File: config.mk
export PLATFORM = sky130hd
export DESIGN_NAME = data_mem_controller_flat
export DESIGN_NICKNAME = d
export VERILOG_FILES = /design/src/rtl/data_mem_controller_if.sv /design/src/rtl/data_mem_controller.sv /design/src/flat_wrapper.sv
export SDC_FILE = /design/constraint.sdc
export NUM_CORES = 1
export LEC_CHECK = 0
export BUFFER_PORTS_ARGS = -buffer_cell sky130_fd_sc_hd__buf_4
export CAP_MARGIN = 40
export CORE_ASPECT_RATIO = 1.25
export CORE_MARGIN = 3
export CORE_UTILIZATION = 46
export CTS_CLUSTER_SIZE = 12
export DETAILED_ROUTE_END_ITERATION = 16
export GPL_TIMING_DRIVEN = 0
export HOLD_SLACK_MARGIN = 0.06
export PLACE_DENSITY = 0.8
export SLEW_MARGIN = 20
export SYNTH_ARGS = -nofsm -noshare
export SYNTH_HDL_FRONTEND = slang
export SYNTH_SLANG_ARGS = --single-unit
File: constraint.sdc
create_clock -name clock -period 2 [get_ports clock]
set_input_delay 0.6 -clock clock [delete_from_list [all_inputs] [get_ports clock]]
set_output_delay 0.6 -clock clock [all_outputs]
set_load 0.02 [all_outputs]
File: src/rtl/data_mem_controller_if.sv
// Request, bus and response signals of the data memory controller.
// The slave modport is the controller's view; master is the pipeline/bus side.
interface data_mem_controller_if;
  logic        req_valid;
  logic        req_ready;
  logic        req_write;
  logic [1:0]  req_size;
  logic [31:0] req_addr;
  logic [31:0] req_wdata;

  logic        bus_req;
  logic        bus_we;
  logic [31:0] bus_addr;
  logic [31:0] bus_wdata;
  logic [3:0]  bus_be;
  logic        bus_ack;
  logic [31:0] bus_rdata;

  logic        rsp_valid;
  logic [31:0] rsp_rdata;
  logic        rsp_err;
  logic        stall;

  modport slave (
    input  req_valid, req_write, req_size, req_addr, req_wdata,
    input  bus_ack, bus_rdata,
    output req_ready, bus_req, bus_we, bus_addr, bus_wdata, bus_be,
    output rsp_valid, rsp_rdata, rsp_err, stall
  );

  modport master (
    output req_valid, req_write, req_size, req_addr, req_wdata,
    output bus_ack, bus_rdata,
    input  req_ready, bus_req, bus_we, bus_addr, bus_wdata, bus_be,
    input  rsp_valid, rsp_rdata, rsp_err, stall
  );
endinterface

File: src/rtl/data_mem_controller.sv
// Single-outstanding data memory controller: byte-lane alignment of stores,
// request/ack bus with bounded wait states, raw read word returned to the pipeline.
module data_mem_controller #(
  parameter int TIMEOUT_CYCLES = 16,
  parameter int CNT_W          = 5
) (
  input  logic                   clock,
  input  logic                   reset,
  data_mem_controller_if.slave   io
);

  typedef enum logic [1:0] {
    S_IDLE = 2'd0,
    S_BUS  = 2'd1,
    S_RESP = 2'd2
  } state_t;

  state_t            r_state;
  logic [CNT_W-1:0]  r_cnt;
  logic              r_bus_req;
  logic              r_bus_we;
  logic [31:0]       r_bus_addr;
  logic [31:0]       r_bus_wdata;
  logic [3:0]        r_bus_be;
  logic              r_rsp_valid;
  logic [31:0]       r_rsp_rdata;
  logic              r_rsp_err;

  logic              w_idle;
  logic              w_accept;
  logic              w_misaligned;
  logic [3:0]        w_be;
  logic [31:0]       w_wdata;
  logic              w_timeout;

  function automatic logic f_misaligned(input logic [1:0] size, input logic [1:0] ofs);
    logic bad;
    case (size)
      2'd0:    bad = 1'b0;
      2'd1:    bad = ofs[0];
      2'd2:    bad = (ofs != 2'b00);
      default: bad = 1'b1;
    endcase
    return bad;
  endfunction

  function automatic logic [3:0] f_lane_be(input logic [1:0] size, input logic [1:0] ofs);
    logic [3:0] be;
    case (size)
      2'd0:    be = 4'b0001 << ofs;
      2'd1:    be = ofs[1] ? 4'b1100 : 4'b0011;
      default: be = 4'b1111;
    endcase
    return be;
  endfunction

  // Right-justified store data replicated so every enabled lane sees it.
  function automatic logic [31:0] f_lane_data(input logic [1:0] size, input logic [31:0] wdata);
    logic [31:0] d;
    case (size)
      2'd0:    d = {4{wdata[7:0]}};
      2'd1:    d = {2{wdata[15:0]}};
      default: d = wdata;
    endcase
    return d;
  endfunction

  always_comb begin
    w_idle       = (r_state == S_IDLE);
    w_accept     = io.req_valid && w_idle;
    w_misaligned = f_misaligned(io.req_size, io.req_addr[1:0]);
    w_be         = f_lane_be(io.req_size, io.req_addr[1:0]);
    w_wdata      = io.req_write ? f_lane_data(io.req_size, io.req_wdata) : 32'h0;
    w_timeout    = (r_cnt == CNT_W'(TIMEOUT_CYCLES - 1));
  end

  always_ff @(posedge clock) begin
    if (reset) begin
      r_state     <= S_IDLE;
      r_cnt       <= '0;
      r_bus_req   <= 1'b0;
      r_bus_we    <= 1'b0;
      r_bus_addr  <= 32'h0;
      r_bus_wdata <= 32'h0;
      r_bus_be    <= 4'h0;
      r_rsp_valid <= 1'b0;
      r_rsp_rdata <= 32'h0;
      r_rsp_err   <= 1'b0;
    end else begin
      r_rsp_valid <= 1'b0;
      case (r_state)
        S_IDLE: begin
          if (w_accept) begin
            r_cnt <= '0;
            if (w_misaligned) begin
              // Bad alignment never reaches the bus; report it directly.
              r_state     <= S_RESP;
              r_rsp_valid <= 1'b1;
              r_rsp_err   <= 1'b1;
              r_rsp_rdata <= 32'h0;
            end else begin
              r_state     <= S_BUS;
              r_bus_req   <= 1'b1;
              r_bus_we    <= io.req_write;
              r_bus_addr  <= {io.req_addr[31:2], 2'b00};
              r_bus_wdata <= w_wdata;
              r_bus_be    <= w_be;
            end
          end
        end
        S_BUS: begin
          // An ack arriving on the timeout cycle still counts as success.
          if (io.bus_ack) begin
            r_state     <= S_RESP;
            r_bus_req   <= 1'b0;
            r_rsp_valid <= 1'b1;
            r_rsp_err   <= 1'b0;
            r_rsp_rdata <= r_bus_we ? 32'h0 : io.bus_rdata;
          end else if (w_timeout) begin
            r_state     <= S_RESP;
            r_bus_req   <= 1'b0;
            r_rsp_valid <= 1'b1;
            r_rsp_err   <= 1'b1;
            r_rsp_rdata <= 32'h0;
          end else begin
            r_cnt <= r_cnt + CNT_W'(1);
          end
        end
        S_RESP: begin
          r_state <= S_IDLE;
        end
        default: begin
          r_state   <= S_IDLE;
          r_bus_req <= 1'b0;
        end
      endcase
    end
  end

  assign io.req_ready = w_idle;
  assign io.stall     = !w_idle || io.req_valid;
  assign io.bus_req   = r_bus_req;
  assign io.bus_we    = r_bus_we;
  assign io.bus_addr  = r_bus_addr;
  assign io.bus_wdata = r_bus_wdata;
  assign io.bus_be    = r_bus_be;
  assign io.rsp_valid = r_rsp_valid;
  assign io.rsp_rdata = r_rsp_rdata;
  assign io.rsp_err   = r_rsp_err;

endmodule

File: src/flat_wrapper.sv
// flat-port wrapper written by rule: the top's interface ports become plain ports
module data_mem_controller_flat 
#(
  parameter int TIMEOUT_CYCLES = 16,
  parameter int CNT_W          = 5
)
  (clock, reset, io_req_valid, io_req_write, io_req_size, io_req_addr, io_req_wdata, io_bus_ack, io_bus_rdata, io_req_ready, io_bus_req, io_bus_we, io_bus_addr, io_bus_wdata, io_bus_be, io_rsp_valid, io_rsp_rdata, io_rsp_err, io_stall);
  data_mem_controller_if io_i ();
  input  logic clock;
  input  logic reset;
  input wire logic [$bits(io_i.req_valid)-1:0] io_req_valid;
  input wire logic [$bits(io_i.req_write)-1:0] io_req_write;
  input wire logic [$bits(io_i.req_size)-1:0] io_req_size;
  input wire logic [$bits(io_i.req_addr)-1:0] io_req_addr;
  input wire logic [$bits(io_i.req_wdata)-1:0] io_req_wdata;
  input wire logic [$bits(io_i.bus_ack)-1:0] io_bus_ack;
  input wire logic [$bits(io_i.bus_rdata)-1:0] io_bus_rdata;
  output wire logic [$bits(io_i.req_ready)-1:0] io_req_ready;
  output wire logic [$bits(io_i.bus_req)-1:0] io_bus_req;
  output wire logic [$bits(io_i.bus_we)-1:0] io_bus_we;
  output wire logic [$bits(io_i.bus_addr)-1:0] io_bus_addr;
  output wire logic [$bits(io_i.bus_wdata)-1:0] io_bus_wdata;
  output wire logic [$bits(io_i.bus_be)-1:0] io_bus_be;
  output wire logic [$bits(io_i.rsp_valid)-1:0] io_rsp_valid;
  output wire logic [$bits(io_i.rsp_rdata)-1:0] io_rsp_rdata;
  output wire logic [$bits(io_i.rsp_err)-1:0] io_rsp_err;
  output wire logic [$bits(io_i.stall)-1:0] io_stall;
  assign io_i.req_valid = io_req_valid;
  assign io_i.req_write = io_req_write;
  assign io_i.req_size = io_req_size;
  assign io_i.req_addr = io_req_addr;
  assign io_i.req_wdata = io_req_wdata;
  assign io_i.bus_ack = io_bus_ack;
  assign io_i.bus_rdata = io_bus_rdata;
  assign io_req_ready = io_i.req_ready;
  assign io_bus_req = io_i.bus_req;
  assign io_bus_we = io_i.bus_we;
  assign io_bus_addr = io_i.bus_addr;
  assign io_bus_wdata = io_i.bus_wdata;
  assign io_bus_be = io_i.bus_be;
  assign io_rsp_valid = io_i.rsp_valid;
  assign io_rsp_rdata = io_i.rsp_rdata;
  assign io_rsp_err = io_i.rsp_err;
  assign io_stall = io_i.stall;
  data_mem_controller #(.TIMEOUT_CYCLES(TIMEOUT_CYCLES), .CNT_W(CNT_W)) u_core (.clock(clock), .reset(reset), .io(io_i));
endmodule
==> run_results.csv, run 1 <==
group,metric,value,unit
status,status,"finished, final reports clean",
critical_path,rrSetupSlack,0.11,ns
hold_path,whs_endpoint,"u_core.io.rsp_rdata[18]$_SDFFE_PP0P_",
clock_tree,tritoncts,"done",
hold_path,min_path_cells,2,
drt,routed-via-count,4191,
floorplanning,rows,38,
cells_and_area,final_cell_count_no_fill,811,
critical_path,worstSetupPathType,"register to output port",
drt,first_iter_violations,179,
cells_and_area,fill_cells,687,
clock_tree,path_clk_slew,0.09,ns
placement,dpl_worst_slack,-0.269,ns
floorplanning,core,8890,µm²
synth,yosys_warnings,0,
timing,fmaxAchievable,513,MHz
timing,hold_viol,0,
critical_path,critPathCaptureType,"output port",
timing,fin_hold_ws,0.451,ns
power_and_ir_drop,power_density,744,nW/µm²
timing,finalSetupTns,0,ns
floorplanning,io_pins,209,
critical_path,rr_worst_depth,7,
timing,slew_headroom,50.7,%
grt,grt_pass1_wl,19800,µm
hold_path,hold_start,"io_bus_rdata[18]",
cells_and_area,drive_gt1_share,39.8,%
critical_path,start_kind,"register",
timing,period_minus_slack,1.95,ns
clock_tree,h-tree-depth,3,
synth,async_flop_share,0,%
drt,wirelength,12800,µm
grt,grt_pass1_vias,4046,
timing,fin_skew,0.0115,ns
synth,synth-seq-cells,109,
synth,ys.flop_type,"dfxtp_1",
clock_tree,clock-root-buffer,"clkbuf_8",
clock_tree,insertion_delay,0.37,ns
timing,fin_ws,0.0521,ns
clock_tree,clk_path_buf_depth,2,
synth,synth-edff-count,0,
drt,firstDrtPassIters,4,
floorplanning,die_h,114,µm
critical_path,cp_data_required_time,1.40,ns
cells_and_area,multiInputGateArea,1910,µm²
cells_and_area,final_nets,791,
grt,grt_max_degree,18,
placement,dpl.hpwl,9930,µm
drt,routed_via_density,5.17,
placement,place_congestion,0.850,
placement,post-place-cells,789,
critical_path,r2r-end,"u_core.r_cnt[3]$_SDFFE_PP0P_",
cells_and_area,area_growth_syn_to_layout,46.3,%
floorplanning,die-area,10600,µm²
timing,setup_violations,0,
grt,grt_usage,23.6,%
drt,wl_per_cell,15.8,µm
power_and_ir_drop,p_leak,2.77,nW
cells_and_area,diodes,0,
drt,ant_nets,0,
grt,antenna_found_initial,0,
synth,ys_seq_area_share,50.7,%
critical_path,arrival,1.35,ns
timing,rsz0062_at_grt,"false",
power_and_ir_drop,ir_drop,398,µV
synth,synth_area,4310,µm²
timing,slew_viol_final,0,
critical_path,crit_fanout,7,
floorplanning,dieWidth,92.5,µm
placement,port-buffer-count,202,
clock_tree,cts-buffers-inserted,9,
cells_and_area,seqCellArea,2180,µm²
synth,synth_cells,466,
timing,post-route-period-util,97.4,%
synth,syn-mean-instance-area,9.24,µm²
critical_path,r2r_start,"u_core.r_cnt[0]$_SDFFE_PP0P_",
grt,grt_overflow,0,
floorplanning,start_util,48.4,%
timing,worst_pin_slew,0.720,ns
drt,drc,0,
synth,synth.distinct_cells,43,
flow_run,maxCapViolations,0,
clock_tree,cts_sinks,109,
hold_path,hold_class,"input pin to register",
==> synth_stat cells, drive strengths merged, types with 2 or more instances <==
library cell	instances	share of area, %
a22o	32	6.5
ha	2	0.58
nor3	3	0.46
a21oi	67	7.8
inv	3	0.26
nand2	90	7.8
o21ai	3	0.44
dfxtp	109	51
nor3b	3	1.0
clkbuf	22	1.9
nor2	24	2.3
buf	20	3.3
nand3b	8	1.4
mux2	16	4.2
nand3	24	2.8
xor2	2	0.41
o31ai	9	1.6
mux2i	10	2.3
a311oi	3	0.76
==> layer usage <==
layer	global-route usage, %	routed length (µm)
met5	0	0
met4	7.73	229
met3	8.22	1360
met2	40.2	6180
met1	27.6	5010
==> area by class of cell <==
type | instances | area share, %
flip-flops and latches | 109 | 34.7
multi-input cells | 313 | 30.4
repair buffers | 208 | 24.9
plain buffers | 42 | 3.75
well taps | 120 | 2.38
clock buffers | 9 | 1.97
clock inverters | 7 | 1.81
inverters | 3 | 0.179
==> power by group <==
group	internal (mW)	switching [mW]	total, mW
logic	0.401	0.443	0.844
clock network	0.827	0.719	1.55
registers	2.25	0.0460	2.30
==> state kept, by name (all words and copies together), names as in the netlist <==
register             count
u_core.io.rsp_valid      1
u_core.io.bus_addr      30
u_core.io.bus_wdata     32
u_core.io.rsp_err        1
u_core.io.bus_be         4
u_core.r_cnt             5
u_core.io.rsp_rdata     32
u_core.io.bus_req        1
u_core.io.bus_we         1
u_core.r_state           2
==> worst max-delay path, cell delays in order (launching register included) <==
cell,delay (ns)
dfxtp_2,0.34
buf_8,0.13
or3_4,0.38
buf_6,0.14
==> stage by stage <==
stage	util (%)	total power [mW]	cell area, µm²
after global routing	70.8	4.89	6300
after detailed placement	67.2	3.17	5980
final	70.8	4.69	6300
after global placement	67.2	3.16	5980
after floorplan	-	2.78	4310
after CTS	70.0	4.70	6220
==> what timing repair did <==
item,CTS,global route
resized for setup,2,10
hold buffers,0,0
endpoints found under the setup margin,1,40
hold endpoints to repair,0,0
buffers inserted,0,6
pin swaps,0,2
==> worst max path at each step <==
stage                              startpoint                                   to  slack [ns]
6_report       u_core.r_state[1]$_SDFFE_PP0P_                             io_stall        0.05
5_1_grt        u_core.r_state[1]$_SDFFE_PP0P_                             io_stall       0.009
2_1_floorplan                  io_req_size[0]     u_core.io.bus_be[3]$_SDFFE_PP0P_        0.15
4_1_cts        u_core.r_state[1]$_SDFFE_PP0P_                             io_stall        0.03
3_5_place_dp                   io_req_size[1]  u_core.io.bus_addr[24]$_SDFFE_PP0P_       -0.27
3_3_place_gp                   io_req_size[1]  u_core.io.bus_addr[28]$_SDFFE_PP0P_       -0.21
==> layout by cell type (no fill, tap or decap), drive strengths merged, types with 2 or more instances in the layout <==
master  synthesis  layout
nor3            3       3
clkinv          0       4
nand3b          8       8
inv             3       3
nor2           24      24
clkbuf         22      31
a22o           32      32
buf            20     228
o21ai           3       3
ha              2       2
nor3b           3       3
o31ai           9       9
xor2            2       2
mux2i          10      10
mux2           16      16
bufinv          0       3
conb            1       2
dfxtp         109     109
nand3          24      24
nand2          90      90
a21oi          67      67
a311oi          3       3
==> kinds of logic after synthesis <==
logic type | Yosys count | share of synthesized area (%)
and+or+nand+nor | 160 | 17.4
xor gates and xnor gates | 2 | 0.407
other | 1 | 0.0871
AOI/OAI and AO/OA | 121 | 18.8
buffers and inverters | 45 | 5.49
adders and majority gates | 2 | 0.581
muxes | 26 | 6.51
DFF | 109 | 50.7
Note: power is estimated with default switching activity, not from simulation.
==> run 2: changes to the inputs <==
--- a/config.mk
+++ b/config.mk
@@ -15,6 +15,7 @@
 export GPL_TIMING_DRIVEN = 0
 export HOLD_SLACK_MARGIN = 0.06
 export PLACE_DENSITY = 0.8
+export REMOVE_ABC_BUFFERS = 1
 export SLEW_MARGIN = 20
 export SYNTH_ARGS = -nofsm -noshare
 export SYNTH_HDL_FRONTEND = slang
==> run_results.csv, run 2 (same netlist as run 1, synthesis figures left out) <==
group,metric,value,unit
clock_tree,insertion_delay,0.37,ns
cells_and_area,drive_gt1_share,40.4,%
grt,grt_max_degree,82,
timing,slew_viol_final,0,
timing,post-route-period-util,97.0,%
placement,post-place-cells,756,
clock_tree,clk_path_buf_depth,2,
cells_and_area,final_common_cell,"buf_4",
power_and_ir_drop,clkPwrFrac,31.9,%
drt,routed_via_density,5.31,
critical_path,cp_data_required_time,2.28,ns
placement,place_area,5900,µm²
cells_and_area,most-common-layout-cells,"buf_4, dfxtp_1, nand2_1",
timing,fin_hold_ws,0.435,ns
critical_path,arrival,2.22,ns
placement,port-buffer-count,206,
status,status,"finished, final reports clean",
cells_and_area,multiInputGateArea,1950,µm²
critical_path,critPathCaptureType,"register",
flow_run,maxCapViolations,0,
hold_path,hold_class,"input pin to register",
critical_path,r2r_start,"u_core.r_cnt[0]$_SDFFE_PP0P_",
grt,grt_pass1_vias,3923,
drt,routed-via-count,4134,
drt,first_iter_violations,164,
power_and_ir_drop,power_switching,1.25,mW
clock_tree,cts-buffers-inserted,9,
power_and_ir_drop,p_seq_share,50.0,%
drt,firstDrtPassIters,4,
clock_tree,cts_sinks,109,
power_and_ir_drop,combPwrFrac,18.1,%
critical_path,crit_fanout,27,
cells_and_area,final_cell_count_no_fill,779,
timing,worst_pin_slew,0.779,ns
drt,wl_per_cell,16.6,µm
power_and_ir_drop,p_leak,2.71,nW
critical_path,rrSetupSlack,0.07,ns
placement,dpl.hpwl,9010,µm
power_and_ir_drop,power_density,739,nW/µm²
grt,grt_usage,23.1,%
power_and_ir_drop,power.total,4.61,mW
floorplanning,start_util,48.4,%
drt,wirelength,12900,µm
hold_path,min_path_cells,2,
grt,grt_overflow,0,
clock_tree,path_clk_slew,0.10,ns
cells_and_area,area_growth_syn_to_layout,44.9,%
floorplanning,core,8890,µm²
critical_path,rr_worst_depth,8,
timing,fmaxAchievable,515,MHz
cells_and_area,final_nets,759,
power_and_ir_drop,ir_drop,395,µV
timing,setup_violations,0,
clock_tree,clock-root-buffer,"clkbuf_8",
hold_path,hold_start,"io_bus_rdata[12]",
timing,slew_headroom,47.9,%
cells_and_area,seqCellArea,2190,µm²
drt,ant_nets,0,
grt,antenna_found_initial,0,
placement,place_congestion,0.794,
cells_and_area,diodes,0,
timing,hold_viol,0,
power_and_ir_drop,p_int,3.36,mW
critical_path,worstSetupPathType,"input pin to register",
floorplanning,die-area,10600,µm²
clock_tree,h-tree-depth,3,
grt,grt_pass1_wl,19300,µm
floorplanning,rows,38,
timing,fin_skew,0.00655,ns
floorplanning,dieWidth,92.5,µm
floorplanning,io_pins,209,
drt,drc,0,
cells_and_area,fill_cells,708,
power_and_ir_drop,switching_share,27.0,%
cells_and_area,final_area,6240,µm²
timing,period_minus_slack,1.94,ns
hold_path,whs_endpoint,"u_core.io.rsp_rdata[12]$_SDFFE_PP0P_",
critical_path,start_kind,"input pin",
clock_tree,tritoncts,"done",
floorplanning,die_h,114,µm
critical_path,r2r-end,"u_core.io.rsp_rdata[28]$_SDFFE_PP0P_",
==> run 2: changes by cell type in the layout (fill, tap and decap cells not counted), sizes merged <==
cell and change:
nor2 +1, clkinvlp +1, bufinv -1, inv +1, clkinv -1, buf -12
o21a +1, clkbuf -22
==> run 2: power by group through the flow <==
stage               Combinational (mW)  Clock [mW]  Sequential [mW]
floorplan                        0.257           0             2.44
global placement                 0.747           0             2.35
detailed placement               0.793           0             2.35
CTS                              0.822        1.49             2.30
global route                     0.897        1.58             2.32
finish                           0.835        1.47             2.30
==> run 2: worst max path at each step <==
stage	startpoint	endpoint	slack, ns	depth (start not counted)
3_3_place_gp	io_req_size[1]	u_core.io.bus_be[0]$_SDFFE_PP0P_	-1.70	5
4_1_cts	u_core.r_cnt[0]$_SDFFE_PP0P_	u_core.io.rsp_rdata[22]$_SDFFE_PP0P_	0.05	8
6_report	io_req_size[0]	u_core.io.bus_be[2]$_SDFFE_PP0P_	0.06	6
5_1_grt	u_core.r_cnt[0]$_SDFFE_PP0P_	u_core.io.rsp_rdata[28]$_SDFFE_PP0P_	-0.01	8
3_5_place_dp	io_req_size[1]	u_core.io.bus_be[2]$_SDFFE_PP0P_	-0.65	6
2_1_floorplan	io_req_size[0]	u_core.io.bus_be[0]$_SDFFE_PP0P_	-0.52	4
==> run 2: stage by stage <==
| stage | util [%] | setup TNS, ns | setup WS (ns) |
|---|---|---|---|
| 6_report | 70.2 | 0 | 0.0596 |
| 5_1_grt | 70.2 | -0.0479 | -0.0115 |
| 4_1_cts | 69.6 | 0 | 0.0465 |
| 3_5_place_dp | 66.4 | -37.00 | -0.651 |
| 3_3_place_gp | 65.0 | -159.49 | -1.70 |
| 2_1_floorplan | - | -46.13 | -0.521 |
==> run 2: metal layers <==
layer  part of all wire, %  GRT usage [%]  up-vias
li1                      -              -     2000
met1                    39           26.6     1942
met2                    52           40.8      159
met3                   5.7           3.55       33
met4                   3.7           12.8        0
met5                     0              0        -
==> run 2: area by class of cell <==
cell class / count / area share (%)
Sequential cell: 109 / 35.1
Multi-Input combinational cell: 315 / 31.2
Timing Repair Buffer: 216 / 27.5
Tap cell: 120 / 2.41
Clock buffer: 9 / 1.99
Clock inverter: 7 / 1.58
Inverter: 3 / 0.181
==> run 2: timing repair <==
action | 4_1_cts | 5_1_grt
gates cloned | 1 | 1
gates resized for setup | 4 | 4
pin swaps | 3 | 1
endpoints found under the setup margin | 68 | 33
buffers inserted | 4 | 0
hold buffers | 0 | 0
==> run 2: worst max-delay path: stages <==
cell	delay, ns
buf_4	0.20
nor3_2	0.51
o21a_4	0.41
buf_16	0.21
nor2_1	0.06
a311oi_1	0.23
